## config.mk

```make
export PLATFORM = sky130hd
export DESIGN_NAME = screensaver_cfg_ctrl_flat
export DESIGN_NICKNAME = d
export VERILOG_FILES = /design/src/rtl/screensaver_cfg_if.sv /design/src/rtl/screensaver_cfg_ctrl.sv /design/src/flat_wrapper.sv
export SDC_FILE = /design/constraint.sdc
export NUM_CORES = 1
export LEC_CHECK = 0
export BUFFER_PORTS_ARGS = -buffer_cell sky130_fd_sc_hd__buf_2
export CORE_UTILIZATION = 53
export DETAILED_ROUTE_END_ITERATION = 10
export GPL_ROUTABILITY_DRIVEN = 0
export MAX_ROUTING_LAYER = met4
export PLACE_DENSITY = 0.8
export SLEW_MARGIN = 10
export SYNTH_ARGS = -nofsm -noshare
export SYNTH_HDL_FRONTEND = slang
export SYNTH_SLANG_ARGS = --single-unit
```

## constraint.sdc

```tcl
create_clock -name clk -period 2.76 [get_ports clk]
set_input_delay 0.276 -clock clk [delete_from_list [all_inputs] [get_ports clk]]
set_output_delay 0.276 -clock clk [all_outputs]
set_load 0.02 [all_outputs]
```

## src/rtl/screensaver_cfg_if.sv

```systemverilog
// screensaver_cfg_if: host write/commit handshake, frame counter and active config bundle.
// Optional readback port under SCREENSAVER_CFG_READBACK_EN.
interface screensaver_cfg_if;
    logic        wr_valid;
    logic        wr_ready;
    logic [1:0]  wr_addr;
    logic [7:0]  wr_data;
    logic        commit_valid;
    logic        commit_ready;
    logic [31:0] frame;
    logic        busy;
    logic        cfg_update;
    logic [3:0]  speed_x;
    logic [3:0]  speed_y;
    logic [7:0]  box_size;
    logic [2:0]  color;
`ifdef SCREENSAVER_CFG_READBACK_EN
    logic [1:0]  rd_addr;
    logic [7:0]  rd_data;
`endif

    modport slave (
        input  wr_valid, wr_addr, wr_data, commit_valid, frame,
`ifdef SCREENSAVER_CFG_READBACK_EN
        input  rd_addr,
        output rd_data,
`endif
        output wr_ready, commit_ready, busy, cfg_update, speed_x, speed_y, box_size, color
    );

    modport master (
        output wr_valid, wr_addr, wr_data, commit_valid, frame,
`ifdef SCREENSAVER_CFG_READBACK_EN
        output rd_addr,
        input  rd_data,
`endif
        input  wr_ready, commit_ready, busy, cfg_update, speed_x, speed_y, box_size, color
    );
endinterface

```

## src/rtl/screensaver_cfg_ctrl.sv

```systemverilog
// screensaver_cfg_ctrl: clamped shadow config registers applied to the active set at a frame boundary.
// Optional shadow readback under SCREENSAVER_CFG_READBACK_EN.
module screensaver_cfg_ctrl #(
    parameter int SPEED_MAX = 7,
    parameter int SIZE_MIN  = 16,
    parameter int SIZE_MAX  = 200
) (
    input logic clk,
    input logic rst,
    screensaver_cfg_if.slave bus
);
    typedef enum logic [1:0] {IDLE, ARMED, APPLY} state_t;

    state_t      state, state_n;
    logic        idle_n;
    logic [31:0] frame_prev;
    logic        frame_edge;
    logic        wr_fire;
    logic [3:0]  sh_sx, sh_sy;
    logic [7:0]  sh_bs;
    logic [2:0]  sh_col;

    function automatic logic [3:0] clamp_speed(input logic [3:0] d);
        return d == 4'd0 ? 4'd1 : (d > SPEED_MAX[3:0]) ? SPEED_MAX[3:0] : d;
    endfunction

    function automatic logic [7:0] clamp_size(input logic [7:0] d);
        return d < SIZE_MIN[7:0] ? SIZE_MIN[7:0] : (d > SIZE_MAX[7:0]) ? SIZE_MAX[7:0] : d;
    endfunction

    assign frame_edge = (bus.frame != frame_prev) && !rst;
    assign wr_fire    = bus.wr_valid && bus.wr_ready;

    always_ff @(posedge clk) begin
        if (rst) state <= IDLE;
        else     state <= state_n;
    end

    // Edges seen while still IDLE (including the commit cycle) never advance ARMED.
    always_comb begin
        state_n = state;
        state_n = state == IDLE  ? (bus.commit_valid ? ARMED : IDLE) :
                  state == ARMED ? (frame_edge ? APPLY : ARMED) : IDLE;
        idle_n  = state_n == IDLE;
    end

    always_ff @(posedge clk) begin
        frame_prev <= bus.frame;
        if (rst) begin
            bus.wr_ready     <= 1'b1;
            bus.commit_ready <= 1'b1;
            bus.busy         <= 1'b0;
            bus.cfg_update   <= 1'b0;
            sh_sx            <= 4'd2;
            sh_sy            <= 4'd1;
            sh_bs            <= 8'd100;
            sh_col           <= 3'b111;
            bus.speed_x      <= 4'd2;
            bus.speed_y      <= 4'd1;
            bus.box_size     <= 8'd100;
            bus.color        <= 3'b111;
        end else begin
            bus.wr_ready     <= idle_n;
            bus.commit_ready <= idle_n;
            bus.busy         <= !idle_n;
            bus.cfg_update   <= state == APPLY;
            if (wr_fire && bus.wr_addr == 2'd0) sh_sx  <= clamp_speed(bus.wr_data[3:0]);
            if (wr_fire && bus.wr_addr == 2'd1) sh_sy  <= clamp_speed(bus.wr_data[3:0]);
            if (wr_fire && bus.wr_addr == 2'd2) sh_bs  <= clamp_size(bus.wr_data);
            if (wr_fire && bus.wr_addr == 2'd3) sh_col <= bus.wr_data[2:0] == 3'd0 ? 3'b001 : bus.wr_data[2:0];
            if (state == APPLY) begin
                bus.speed_x  <= sh_sx;
                bus.speed_y  <= sh_sy;
                bus.box_size <= sh_bs;
                bus.color    <= sh_col;
            end
        end
    end

`ifdef SCREENSAVER_CFG_READBACK_EN
    always_ff @(posedge clk) begin
        if (rst) bus.rd_data <= 8'd0;
        else     bus.rd_data <= bus.rd_addr == 2'd0 ? {4'd0, sh_sx} :
                                bus.rd_addr == 2'd1 ? {4'd0, sh_sy} :
                                bus.rd_addr == 2'd2 ? sh_bs : {5'd0, sh_col};
    end
`endif
endmodule

```

## src/flat_wrapper.sv

```systemverilog
// flat-port wrapper written by rule: the top's interface ports become plain ports
module screensaver_cfg_ctrl_flat 
#(
    parameter int SPEED_MAX = 7,
    parameter int SIZE_MIN  = 16,
    parameter int SIZE_MAX  = 200
)
  (clk, rst, bus_wr_valid, bus_wr_addr, bus_wr_data, bus_commit_valid, bus_frame, bus_wr_ready, bus_commit_ready, bus_busy, bus_cfg_update, bus_speed_x, bus_speed_y, bus_box_size, bus_color);
  screensaver_cfg_if bus_i ();
  input logic clk;
  input logic rst;
  input wire logic [$bits(bus_i.wr_valid)-1:0] bus_wr_valid;
  input wire logic [$bits(bus_i.wr_addr)-1:0] bus_wr_addr;
  input wire logic [$bits(bus_i.wr_data)-1:0] bus_wr_data;
  input wire logic [$bits(bus_i.commit_valid)-1:0] bus_commit_valid;
  input wire logic [$bits(bus_i.frame)-1:0] bus_frame;
  output wire logic [$bits(bus_i.wr_ready)-1:0] bus_wr_ready;
  output wire logic [$bits(bus_i.commit_ready)-1:0] bus_commit_ready;
  output wire logic [$bits(bus_i.busy)-1:0] bus_busy;
  output wire logic [$bits(bus_i.cfg_update)-1:0] bus_cfg_update;
  output wire logic [$bits(bus_i.speed_x)-1:0] bus_speed_x;
  output wire logic [$bits(bus_i.speed_y)-1:0] bus_speed_y;
  output wire logic [$bits(bus_i.box_size)-1:0] bus_box_size;
  output wire logic [$bits(bus_i.color)-1:0] bus_color;
  assign bus_i.wr_valid = bus_wr_valid;
  assign bus_i.wr_addr = bus_wr_addr;
  assign bus_i.wr_data = bus_wr_data;
  assign bus_i.commit_valid = bus_commit_valid;
  assign bus_i.frame = bus_frame;
  assign bus_wr_ready = bus_i.wr_ready;
  assign bus_commit_ready = bus_i.commit_ready;
  assign bus_busy = bus_i.busy;
  assign bus_cfg_update = bus_i.cfg_update;
  assign bus_speed_x = bus_i.speed_x;
  assign bus_speed_y = bus_i.speed_y;
  assign bus_box_size = bus_i.box_size;
  assign bus_color = bus_i.color;
  screensaver_cfg_ctrl #(.SPEED_MAX(SPEED_MAX), .SIZE_MIN(SIZE_MIN), .SIZE_MAX(SIZE_MAX)) u_core (.clk(clk), .rst(rst), .bus(bus_i));
endmodule
```

### Yosys cells after proc, flatten, opt, wreduce, memory -nomap -nowiden

Cells that the tools add are included.

* flip-flop bits (word level): 75
* input bits: 46
* logic and storage cells: 44

* order comparisons: 3
* equality and inequality tests: 6
* muxes and demuxes: 9
* reductions and logical operators: 13

Operators with widths (count)
* $ne 32x32->1: 1
* $mux 8: 2
* $gt 8x8->1 const B: 1
* $lt 8x5->1 const B: 1
* $mux 4: 2
* $eq 2x2->1 const B: 3
* $logic_and 1x1->1: 6
* $logic_not 2->1: 3
* $mux 2: 3
* $eq 2x1->1 const B: 2
* $gt 4x3->1 const B: 1
* $logic_not 4->1: 1
* $logic_not 3->1: 1
* $mux 3: 1
* $logic_not 1->1: 2
* $mux 1: 1

### Logic depth before layout (Yosys ltp)

Gate-level depths: netlist (run 1).

* depth in word-level cells: 7
* depth in mapped cells: 5
* mapped depth without buffers: 5

### Worst setup path after synthesis (run 1)

OpenSTA, ideal clock, no wires.

* kind: reg-to-reg
* start: reg u_core.bus.wr_ready
* end: reg u_core.sh_bs[4]
* library setup time: 128 ps
* arrival time: 1255 ps
* data required time: 2632 ps
* setup slack: 1377 ps
* stages on the path, launching flop included: 6
* clock period less this slack: 1383 ps
* path through: dfxtp_1 nand2_1 nor3b_2 o221ai_1 o21ai_0 nor2_1

* cells in the longest elaborated chain, start to end: 2

Ends and longest elaborated chain
* start: declaration: RTL line screensaver_cfg_if.sv:28 `output wr_ready, commit_ready, busy, cfg_update, speed_x, speed_y, box_size, color`
* start signal: assignment: RTL line screensaver_cfg_ctrl.sv:63 `bus.wr_ready <= idle_n;`
* $logic_and 1x1->1: RTL line screensaver_cfg_ctrl.sv:32 `assign wr_fire = bus.wr_valid && bus.wr_ready;`
* $logic_and 1x1->1: RTL line screensaver_cfg_ctrl.sv:69 `if (wr_fire && bus.wr_addr == 2'd2) sh_bs <= clamp_size(bus.wr_data);`
* end signal: assignment: RTL line screensaver_cfg_ctrl.sv:69
* end: declaration: RTL line screensaver_cfg_ctrl.sv:20 `logic [7:0] sh_bs;`

Every way passes these cells.
A chain may end at the register's enable or synchronous reset.

### Worst setup path after layout (run 1)

Same ends and word-level chain as after synthesis.

==> out/results.txt, run 1 <==
area added between synthesis and finish: 23.64%
Clock Skew: 0.007859 ns
maximum count of clock buffers along a single path: 2
cts hold-fix bufs: 0
DRC Markers: 0
number of H-tree levels: 3
largest stage delay on the critical path: 0.40 ns
Chip Height: 71.67 um
cell count after synthesis: 257
Post-Route Hold Slack: 0.05988 ns
cell leakage power: 1.321 nW
io pins: 69
Synth cell types: 28
number of antenna violations at the first check in global routing: 0
required time at the worst-slack endpoint: 2.96 ns
source of the critical timing path: u_core.bus.wr_ready
largest net degree at the start of global routing: 41
post-DR wirelength/cell: 12.75 um
final antenna-violating net count: 0
hold path start: bus_frame[27]
slowest library cell on the worst path: sky130_fd_sc_hd__dfxtp_1
First-pass DRT Iterations: 4
maximum fanout count along the critical path: 7
status: completed
via count: 1986
Sink Count: 75
Slew HR: 0.4614
Final Hold Vio Count: 0
kind of cell adding the most delay to the critical path: simple AND/OR/NAND/NOR gates
Hold Path Class: in2reg
critical path class: reg2reg
# Post-CTS Setup Buffers: 0
Crit path arrival time: 1.64 ns
count of input and output buffers: 68
final setup vio count: 0
cts bufs inserted: 9
die outline width: 71.67 um
Core Util, Final: 0.7061
vias per cell: 5.158
reg2reg start: u_core.bus.wr_ready
core area: 4504 um2
kind of end point of the critical path: register
clock root buffer: sky130_fd_sc_hd__clkbuf_8
total of max-cap violations: 0
wirelength, routed: 4.907 mm
total number of placement rows: 24
Highest Clock Rate: 695.6 MHz
Skew-Pair Late Insertion Delay: 0.33 ns
ordered cell list for the critical path: nand2_1 -> nor3b_2 -> o221ai_1 -> o21ai_0 -> nor2_1
global-route wire length before repair: 8.514 mm
final count of pins violating max slew: 0
pre-CTS setup slack: 1.246 ns
number of resized instances in the post-cts repair step: 0
detailed placer's ending HPWL: 3.365 mm
post-synthesis net count: 303
instance count after placement with tap cells included: 369
Total Negative Setup Slacks: 0 ns
area of the mapped netlist: 2572 um2
die footprint: 5137 um2
worst slew pin tran: 0.8080 ns
post-synthesis register bit count: 75
nets@finish: 374
number of non-filler instances in the completed layout: 385
GRT Overall Usage: 0.2199
fin crit share: 0.5209
1st-iter DRT viols: 82
ratio of cells with drive above 1 in the final layout: 0.2703
count of yosys warnings during synthesis: 0
Worst Path Buf+Inv: 0
Filler cells: 347
unrepaired setup endpoints after global routing: false
CTS tree: yes
setup slack after layout: 1.322 ns
via count of the first global-routing pass: 1997
initial core utilization: 0.5711
clock-pin transition on the worst setup and hold timing paths: 0.08 ns
mean area per synthesized cell: 10.01 um2
clock period minus worst slack: 1.438 ns
count of antenna diodes in the layout: 0
Seq/Total Area, Yosys: 0.5837
Worst VDD drop: 482.1 uV
PD cells: 722.4 nW/um2
nature of the critical path startpoint: register
overflow left after global routing: 0
placed cells by master, fill, tap and decap left out, types with 5 or more instances in the layout:
master,netlist,layout
sky130_fd_sc_hd__dfxtp_1,75,75
sky130_fd_sc_hd__buf_2,2,68
sky130_fd_sc_hd__nand2_1,47,47
sky130_fd_sc_hd__xnor2_1,32,32
sky130_fd_sc_hd__nor2_1,20,20
sky130_fd_sc_hd__a21oi_1,14,14
sky130_fd_sc_hd__clkbuf_8,0,11
sky130_fd_sc_hd__nand4_1,9,9
sky130_fd_sc_hd__nand3b_1,9,9
sky130_fd_sc_hd__o21ai_0,5,5
final timing paths:
path                             to  slack [ns]  depth (start not counted)
max reg2reg         u_core.sh_bs[4]        1.32                          5
max                 u_core.sh_bs[4]        1.32                          5
min reg2reg  u_core.bus.box_size[1]        0.45                          2
min           u_core.frame_prev[27]        0.06                          1
sequential cells by signal (all words and copies together) (netlist names):
signal / flops
u_core.frame_prev: 32
u_core.bus.box_size: 8
u_core.sh_bs: 8
u_core.bus.speed_x: 4
u_core.bus.speed_y: 4
u_core.sh_sx: 4
u_core.sh_sy: 4
u_core.bus.color: 3
u_core.sh_col: 3
u_core.state: 2
u_core.bus.busy: 1
u_core.bus.cfg_update: 1
u_core.bus.wr_ready: 1
power breakdown:
| part | leakage [nW] | total (mW) | switching, mW | internal [mW] |
|---|---|---|---|---|
| logic | 0.588 | 0.196 | 0.106 | 0.0897 |
| clock network | 0.112 | 0.949 | 0.387 | 0.561 |
| registers | 0.620 | 1.15 | 0.0231 | 1.13 |
kinds of logic (layout without fill, tap and decap cells):
kind of cell              after synthesis  in the layout  share of synthesized area
buffers and inverters                  13             89                    0.02140
and+or+nand+nor                       103            103                     0.2014
DFF                                    75             75                     0.5837
xor gates and xnor gates               32             32                     0.1089
AOI/OAI and AO/OA                      34             34                    0.08463
stage by stage:
step | area (um2) | power [mW]
after floorplan | 2572 | 1.294
after global placement | 2945 | 1.367
after detailed placement | 2945 | 1.373
after CTS | 3181 | 2.319
after global routing | 3181 | 2.391
final | 3181 | 2.298
Yosys cell counts:
cell type | count | area [um2]
sky130_fd_sc_hd__nand4_1 | 9 | 56.30
sky130_fd_sc_hd__a211oi_1 | 4 | 30.03
sky130_fd_sc_hd__nor3b_2 | 2 | 25.02
sky130_fd_sc_hd__clkbuf_1 | 6 | 22.52
sky130_fd_sc_hd__a311oi_1 | 1 | 8.760
sky130_fd_sc_hd__nand3b_1 | 9 | 67.56
sky130_fd_sc_hd__o221ai_1 | 1 | 8.760
sky130_fd_sc_hd__nor3b_1 | 2 | 15.01
sky130_fd_sc_hd__nor2_1 | 20 | 75.07
sky130_fd_sc_hd__inv_1 | 4 | 15.01
sky130_fd_sc_hd__buf_2 | 2 | 10.01
sky130_fd_sc_hd__nand2b_1 | 3 | 18.77
sky130_fd_sc_hd__and3_1 | 2 | 12.51
sky130_fd_sc_hd__nor2b_1 | 2 | 12.51
sky130_fd_sc_hd__nand2_1 | 47 | 176.4
sky130_fd_sc_hd__a221o_1 | 1 | 10.01
sky130_fd_sc_hd__o31ai_1 | 2 | 15.01
sky130_fd_sc_hd__nand4b_2 | 1 | 15.01
sky130_fd_sc_hd__nor4_1 | 3 | 18.77
sky130_fd_sc_hd__nor3_1 | 1 | 5.000
sky130_fd_sc_hd__xnor2_1 | 32 | 280.3
sky130_fd_sc_hd__a21oi_1 | 14 | 70.07
sky130_fd_sc_hd__buf_4 | 1 | 7.510
sky130_fd_sc_hd__nor3_2 | 2 | 20.02
sky130_fd_sc_hd__a22oi_1 | 2 | 15.01
sky130_fd_sc_hd__o21ai_0 | 5 | 25.02
sky130_fd_sc_hd__a211o_1 | 4 | 35.03
sky130_fd_sc_hd__dfxtp_1 | 75 | 1501
worst register-to-register path: cells and delay by family, from the launching register on:
family	cells	cell delay, ns
simple gates	3	0.59
flops	1	0.40
compound gates	2	0.32
layout make-up:
type	instances	area (um2)	share of cell area
clock buffer	11	151.4	0.04760
sequential	75	1501	0.4721
inverter	4	15.01	0.004721
tap	52	65.06	0.02046
timing repair buffer	69	347.8	0.1094
clock inverter	5	83.83	0.02636
multi-input combinational	169	1016	0.3194
per-layer routing:
layer	vias to the layer above	part of all wire	GRT usage
li1	1014	-	-
met1	906	0.44	0.2534
met2	57	0.48	0.3543
met3	9	0.056	0.06329
met4	0	0.021	0.1024
met5	-	0	-
Note: power is estimated with default switching activity, not from simulation.
==> inputs of run 2 (changes only) <==
--- a/config.mk
+++ b/config.mk
@@ -5,12 +5,13 @@
 export SDC_FILE = /design/constraint.sdc
 export NUM_CORES = 1
 export LEC_CHECK = 0
+export ABC_AREA = 1
 export BUFFER_PORTS_ARGS = -buffer_cell sky130_fd_sc_hd__buf_2
-export CORE_UTILIZATION = 53
+export CORE_UTILIZATION = 47
 export DETAILED_ROUTE_END_ITERATION = 10
 export GPL_ROUTABILITY_DRIVEN = 0
 export MAX_ROUTING_LAYER = met4
-export PLACE_DENSITY = 0.8
+export PLACE_DENSITY = 0.75
 export SLEW_MARGIN = 10
 export SYNTH_ARGS = -nofsm -noshare
 export SYNTH_HDL_FRONTEND = slang
==> constraint.sdc (replaced) <==
create_clock -name clk -period 1.3 [get_ports clk]
set_input_delay 0.13 -clock clk [delete_from_list [all_inputs] [get_ports clk]]
set_output_delay 0.13 -clock clk [all_outputs]
set_load 0.02 [all_outputs]
==> out/results.txt, run 2 <==
area added between synthesis and finish: 38.72%
share of async-settable or async-resettable flops after synthesis: 0 (unchanged)
Filler cells: 432 (+24%)
maximum fanout count along the critical path: 2 (-5)
leading registers by flop count: u_core.frame_prev x32, u_core.bus.box_size x8, u_core.sh_bs x8
Worst Path Buf+Inv: 2 (+2)
count of input and output buffers: 68 (unchanged)
clock root buffer: sky130_fd_sc_hd__clkbuf_8
Hold Path Class: in2reg
switching share of total power: 0.2518 (+0.02693)
wirelength, routed: 6.020 mm (+23%)
vias per cell: 4.632 (-10%)
critical path class: in2reg
post-synthesis register bit count: 75 (unchanged)
most numerous cell in the Yosys netlist: sky130_fd_sc_hd__nand2_1
cell repeated most along the worst path: sky130_fd_sc_hd__nand2_1
maximum count of clock buffers along a single path: 2 (unchanged)
number of non-filler instances in the completed layout: 492 (+28%)
Slew HR: 0.7419 (+0.2806)
leading cell types in the layout, fill and taps excluded: sky130_fd_sc_hd__nand2_1, sky130_fd_sc_hd__dfxtp_1, sky130_fd_sc_hd__buf_2, sky130_fd_sc_hd__nor2_1, sky130_fd_sc_hd__inv_1
die outline width: 77.64 um (+8.3%)
PD cells: 1292 nW/um2 (+79%)
overflow left after global routing: 0 (unchanged)
Post-Route Hold Slack: 0.03425 ns (-0.02563 ns)
Area contributors post-synth: sky130_fd_sc_hd__dfxtp_1, sky130_fd_sc_hd__nand2_1, sky130_fd_sc_hd__xnor2_1
clock period minus worst slack: 1.283 ns
Highest Clock Rate: 779.1 MHz
status: completed
most common library cell in the layout ignoring fill and taps: sky130_fd_sc_hd__nand2_1
Worst VDD drop: 870.4 uV (+81%)
internal power: 3.605 mW (+100%)
power share of the clock group: 0.352 (-0.061)
slowest library cell on the worst path: sky130_fd_sc_hd__dlygate4sd3_1
Seq/Total Area, Yosys: 0.5584 (-0.02526)
via count of the first global-routing pass: 2223 (+11%)
library cell with the largest summed area after synthesis: sky130_fd_sc_hd__dfxtp_1
area used by sequential logic in the layout: 1503 um2 (about the same)
post-placement cell area: 3127 um2 (+6.2%)
total of max-cap violations: 0 (unchanged)
clock-pin transition on the worst setup and hold timing paths: 0.08 ns (about the same)
number of cells traversed by the worst register-to-register path: 6 (+1)
fraction of synthesized cell area taken by the top area cell type: 0.5584 (-0.02526)
worst slew pin tran: 0.3850 ns (-0.4229 ns)
commonest register cell after synthesis: sky130_fd_sc_hd__dfxtp_1
final count of pins violating max slew: 0 (unchanged)
post-DR wirelength/cell: 12.24 um (-4.0%)
EDFF count, synth: 0 (unchanged)
cell count after synthesis: 322 (+25%)
1st-iter DRT viols: 121 (+48%)
Seq pwr share: 0.516 (+0.014)
via count: 2279 (+15%)
detailed placer's ending HPWL: 3.634 mm (+8.0%)
count of yosys warnings during synthesis: 0 (unchanged)
Final Hold Vio Count: 0 (unchanged)
cts bufs inserted: 9 (unchanged)
total number of placement rows: 27 (+13%)
CTS tree: yes
core area: 5507 um2 (+22%)
area of the multi-input gates: 1174 um2 (+16%)
area of the mapped netlist: 2689 um2 (+4.5%)
mean area per synthesized cell: 8.350 um2 (-17%)
ordered cell list for the critical path: dlygate4sd3_1 -> buf_2 -> xnor2_2 -> nand2_1 -> nor2_1 -> nand2_1 -> nor2_1 -> nand2_1 -> a21oi_1
largest stage delay on the critical path: 0.54 ns (+0.14 ns)
area of all placed cells without fillers: 3730 um2 (+17%)
largest net degree at the start of global routing: 24 (-41%)
worst setup path endpoint: u_core.state[0]
required time at the worst-slack endpoint: 1.56 ns (-1.40 ns)
kind of cell adding the most delay to the critical path: buffers and inverters
First-pass DRT Iterations: 4 (unchanged)
endpoint of the worst register-to-register path: u_core.sh_bs[0]
final antenna-violating net count: 0 (unchanged)
logic depth of the worst setup path including buffers: 9 (+4)
unrepaired setup endpoints after global routing: true
nature of the critical path startpoint: input pin
Crit path arrival time: 1.54 ns (-0.10 ns)
instance count after placement with tap cells included: 457 (+24%)
cell leakage power: 1.838 nW (+39%)
initial core utilization: 0.4883 (-0.08281)
number of flip-flops under the largest register name: 32 (unchanged)
die footprint: 6027 um2 (+17%)
Skew-Pair Late Insertion Delay: 0.33 ns (about the same)
switching power: 1.213 mW (+130%)
source of the critical timing path: bus_frame[13]
Synth cell types: 20 (-29%)
fin crit share: 0.9873
GRT Overall Usage: 0.2171 (-0.002821)
ratio of cells with drive above 1 in the final layout: 0.2434 (-0.02683)
final setup vio count: 0 (unchanged)
reg2reg setup slack: 0.08 ns (-1.24 ns)
Biggest register: u_core.frame_prev
io pins: 69 (unchanged)
number of H-tree levels: 3 (unchanged)
DRC Markers: 0 (unchanged)
global-route wire length before repair: 9.611 mm (+13%)
reg2reg start: u_core.bus.wr_ready
Clock Skew: 0.007039 ns (-0.0008200 ns)
nets@finish: 460 (+23%)
combinational fraction of design power: 0.131 (+0.046)
Sink Count: 75 (unchanged)
cell types with the highest counts after synthesis: sky130_fd_sc_hd__nand2_1, sky130_fd_sc_hd__dfxtp_1, sky130_fd_sc_hd__nor2_1, sky130_fd_sc_hd__inv_1, sky130_fd_sc_hd__xnor2_1
number of antenna violations at the first check in global routing: 1 (+1)
post-synthesis net count: 368 (+21%)
depth of the worst hold-timing path: 3 (+2)
kind of end point of the critical path: register
Chip Height: 77.64 um (+8.3%)
-- run 2: cell types whose count changed after synthesis, moves of 6 or more --
cell,previous run,this run
sky130_fd_sc_hd__nand2_1,47,81
sky130_fd_sc_hd__a21oi_1,14,8
sky130_fd_sc_hd__inv_1,4,32
sky130_fd_sc_hd__nand4_1,9,0
sky130_fd_sc_hd__o211ai_1,0,6
sky130_fd_sc_hd__o21ai_0,5,21
sky130_fd_sc_hd__nand3b_1,9,0
sky130_fd_sc_hd__nand3_1,0,12
sky130_fd_sc_hd__nor2_1,20,42
sky130_fd_sc_hd__xnor2_1,32,23
-- run 2: kinds of logic after synthesis --
| logic type | synth area share |
|---|---|
| buffers and inverters | 0.06236 |
| AND/OR/NAND/NOR | 0.2182 |
| XOR/XNOR | 0.07492 |
| flip-flops | 0.5584 |
| AO/OA/AOI/OAI | 0.08609 |
-- run 2: metal layers --
layer | global-route usage | vias up | wire, um | share of wire
met1 | 0.2178 | 1022 | 2556 | 0.42
met3 | 0.05059 | 10 | 252 | 0.042
met4 | 0.1302 | 0 | 100 | 0.017
met2 | 0.3823 | 56 | 3111 | 0.52
li1 | - | 1191 | - | -
met5 | - | - | 0 | 0
-- run 2: layout make-up --
cell class | count | area share
flip-flops and latches | 75 | 0.4029
multi-input cells | 205 | 0.3147
repair buffers | 89 | 0.1738
clock buffers | 11 | 0.03522
inverters | 34 | 0.03422
well taps | 72 | 0.02415
clock inverters | 5 | 0.01442
diodes | 1 | 0.0006709
-- run 2: worst reg2reg max path, cell delays in order, from the launching register on --
cell and delay [ns]:
sky130_fd_sc_hd__dfxtp_2 0.36, sky130_fd_sc_hd__nand2_2 0.09, sky130_fd_sc_hd__inv_1 0.12, sky130_fd_sc_hd__nand3_4 0.15, sky130_fd_sc_hd__a21oi_4 0.20, sky130_fd_sc_hd__nand3_1 0.10
sky130_fd_sc_hd__a21oi_1 0.14
-- run 2: worst min-delay path by stage --
stage / start / endpoint / slack [ns]
floorplan: bus_frame[0] / u_core.frame_prev[0] / 0.16
global placement: bus_frame[5] / u_core.frame_prev[5] / 0.26
detailed placement: bus_frame[27] / u_core.frame_prev[27] / 0.26
CTS: bus_wr_data[5] / u_core.sh_bs[5] / 0.02
global route: bus_wr_data[4] / u_core.sh_bs[4] / 0.05
finish: bus_wr_data[5] / u_core.sh_bs[5] / 0.03
-- run 2: stage by stage --
stage / TNS [ns] / util / worst slack, ns / total power [mW]
final: 0 / 0.6773 / 0.01651 / 4.818
after global routing: -0.1271 / 0.6773 / -0.05558 / 5.024
after CTS: 0 / 0.6596 / 0.02913 / 4.788
after detailed placement: 0 / 0.5678 / 0.1061 / 3.039
after global placement: 0 / 0.5678 / 0.1816 / 3.020
after floorplan: 0 / - / 0.06679 / 2.839
-- run 2: power by group through the flow --
stage | Clock, mW | Sequential [mW] | Combinational (mW)
6_report | 1.70 | 2.49 | 0.632
5_1_grt | 1.83 | 2.50 | 0.696
4_1_cts | 1.72 | 2.48 | 0.587
3_5_place_dp | 0 | 2.53 | 0.509
3_3_place_gp | 0 | 2.52 | 0.496
2_1_floorplan | 0 | 2.57 | 0.267
-- run 2: repair_timing --
action	4_1_cts	5_1_grt
resized for setup	0	27
hold buffers	32	0
setup buffers	0	2
hold endpoints to repair	32	0
endpoints found under the setup margin	0	9
==> inputs of run 3 (changes only) <==
--- a/config.mk
+++ b/config.mk
@@ -7,11 +7,11 @@
 export LEC_CHECK = 0
 export ABC_AREA = 1
 export BUFFER_PORTS_ARGS = -buffer_cell sky130_fd_sc_hd__buf_2
-export CORE_UTILIZATION = 47
+export CORE_UTILIZATION = 40
 export DETAILED_ROUTE_END_ITERATION = 10
-export GPL_ROUTABILITY_DRIVEN = 0
+export GPL_TIMING_DRIVEN = 0
 export MAX_ROUTING_LAYER = met4
-export PLACE_DENSITY = 0.75
+export PLACE_DENSITY = 0.65
 export SLEW_MARGIN = 10
 export SYNTH_ARGS = -nofsm -noshare
 export SYNTH_HDL_FRONTEND = slang
==> out/results.txt, run 3 (synthesis gave the netlist of run 2 again) <==
most common library cell in the layout ignoring fill and taps: sky130_fd_sc_hd__nand2_1
Crit path arrival time: 1.47 ns (-0.07 ns)
post-DR wirelength/cell: 11.85 um (-3.1%)
Seq pwr share: 0.499 (-0.017)
nature of the critical path startpoint: input pin
clock-pin transition on the worst setup and hold timing paths: 0.08 ns (about the same)
count of antenna diodes in the layout: 0 (-1)
final count of pins violating max slew: 0 (unchanged)
Clock Skew: 0.008122 ns (+0.001083 ns)
DRC Markers: 6 (+6)
via count: 2298 (+0.83%)
io pins: 69 (unchanged)
total of max-cap violations: 0 (unchanged)
1st-iter DRT viols: 113 (-6.6%)
required time at the worst-slack endpoint: 1.55 ns (about the same)
fin crit share: 0.9417 (-0.04558)
nets@finish: 474 (+3.0%)
core area: 6422 um2 (+17%)
post-route total power: 4.982 mW (+3.4%)
area added between synthesis and finish: 39.79%
First-pass DRT Iterations: 8 (+4)
combinational fraction of design power: 0.124 (-0.007)
switching power: 1.229 mW (+1.3%)
Sink Count: 75 (unchanged)
maximum fanout count along the critical path: 2 (unchanged)
critical path class: in2reg
die footprint: 7054 um2 (+17%)
switching share of total power: 0.2467 (-0.005182)
Worst VDD drop: 863.0 uV (-0.85%)
Chip Height: 83.99 um (+8.2%)
instance count after placement with tap cells included: 466 (+2.0%)
count of input and output buffers: 67 (-1.5%)
Slew HR: 0.6908 (-0.05110)
global-route wire length before repair: 9.756 mm (+1.5%)
number of non-filler instances in the completed layout: 510 (+3.7%)
wirelength, routed: 6.045 mm (+0.42%)
worst slew pin tran: 0.4638 ns (+0.07874 ns)
Filler cells: 577 (+34%)
ratio of cells with drive above 1 in the final layout: 0.2633 (+0.01984)
clock period minus worst slack: 1.224 ns (-0.05926 ns)
cell leakage power: 1.833 nW (-0.25%)
GRT Overall Usage: 0.1851 (-0.03203)
Biggest register: u_core.frame_prev
CTS tree: yes
depth of the worst hold-timing path: 3 (unchanged)
final antenna-violating net count: 0 (unchanged)
area of all placed cells without fillers: 3759 um2 (+0.77%)
post-placement cell area: 3120 um2 (-0.20%)
clock root buffer: sky130_fd_sc_hd__clkbuf_8
number of flip-flops under the largest register name: 32 (unchanged)
status: finished with violations
internal power: 3.753 mW (+4.1%)
number of cells traversed by the worst register-to-register path: 4 (-2)
die outline width: 83.99 um (+8.2%)
leading cell types in the layout, fill and taps excluded: sky130_fd_sc_hd__nand2_1, sky130_fd_sc_hd__dfxtp_1, sky130_fd_sc_hd__buf_2, sky130_fd_sc_hd__nor2_1, sky130_fd_sc_hd__dlygate4sd3_1
cts bufs inserted: 9 (unchanged)
power share of the clock group: 0.377 (+0.025)
Skew-Pair Late Insertion Delay: 0.35 ns (+0.02 ns)
total number of placement rows: 29 (+7.4%)
final setup vio count: 0 (unchanged)
leading registers by flop count: u_core.frame_prev x32, u_core.bus.box_size x8, u_core.sh_bs x8
kind of end point of the critical path: register
number of antenna violations at the first check in global routing: 0 (-1)
Highest Clock Rate: 816.8 MHz (+4.8%)
maximum count of clock buffers along a single path: 2 (unchanged)
initial core utilization: 0.4187 (-0.06963)
violated checks: DRC
weighted congestion reported at the end of routability-driven placement: 0.7587
largest net degree at the start of global routing: 13 (-46%)
overflow left after global routing: 0 (unchanged)
via count of the first global-routing pass: 2219 (-0.18%)
Total Negative Setup Slacks: 0 ns (unchanged)
Hold Path Class: in2reg
Final Hold Vio Count: 0 (unchanged)
detailed placer's ending HPWL: 3.794 mm (+4.4%)
PD cells: 1325 nW/um2 (+2.6%)
vias per cell: 4.506 (-2.7%)
number of H-tree levels: 3 (unchanged)
-- run 3: final timing paths --
| kind | from | end | slack (ns) |
|---|---|---|---|
| hold reg to reg | u_core.state[1] | u_core.state[1] | 0.41 |
| setup reg to reg | u_core.bus.wr_ready | u_core.sh_sy[2] | 0.11 |
| setup / recovery | bus_frame[24] | u_core.state[1] | 0.08 |
| hold / removal | bus_wr_data[5] | u_core.sh_bs[5] | 0.02 |
-- run 3: layout make-up --
type | count | area (um2) | share of cell area
flip-flops and latches | 75 | 1503 | 0.3998
multi-input cells | 206 | 1146 | 0.3049
repair buffers | 94 | 633.1 | 0.1684
clock buffers | 12 | 165.2 | 0.04394
inverters | 34 | 127.6 | 0.03395
well taps | 77 | 96.34 | 0.02563
clock inverters | 4 | 47.55 | 0.01265
plain buffers | 8 | 40.04 | 0.01065
-- run 3: critical path, stage by stage --
cell and delay [ns]:
sky130_fd_sc_hd__dlygate4sd3_1 0.54, sky130_fd_sc_hd__buf_2 0.15, sky130_fd_sc_hd__xnor2_2 0.13, sky130_fd_sc_hd__nand2_1 0.06, sky130_fd_sc_hd__nor2_1 0.10, sky130_fd_sc_hd__nand2_1 0.08, sky130_fd_sc_hd__nor2_2 0.12, sky130_fd_sc_hd__nand2_2 0.08
sky130_fd_sc_hd__nand2_2 0.05, sky130_fd_sc_hd__nor2_1 0.03
-- run 3: metrics by stage --
step                      hold WS (ns)  worst slack, ns    util
final                          0.02411          0.07577  0.5852
after global routing           0.03818        -0.007691  0.5852
after CTS                      0.01436         0.006282  0.5689
after detailed placement        0.2592          0.02207  0.4859
after global placement          0.2575          0.05551  0.4859
after floorplan                 0.1577          0.06679       -
-- run 3: timing repair --
item	CTS	global route
endpoints found under the setup margin	0	14
hold endpoints to repair	32	0
setup buffers	0	1
gates resized for setup	0	22
hold buffers	32	0
-- run 3: routing by layer --
layer	global-route usage	up-vias	routed length (um)
li1	-	1214	-
met1	0.1935	1016	2581
met2	0.3152	60	3019
met3	0.06231	8	353
met4	0.08464	0	90
met5	-	-	0
-- run 3: power by group through the flow --
stage	logic, mW	clock network [mW]	registers, mW
after floorplan	0.267	0	2.57
after global placement	0.495	0	2.53
after detailed placement	0.504	0	2.53
after CTS	0.578	1.93	2.48
after global routing	0.686	2.03	2.50
final	0.617	1.88	2.49
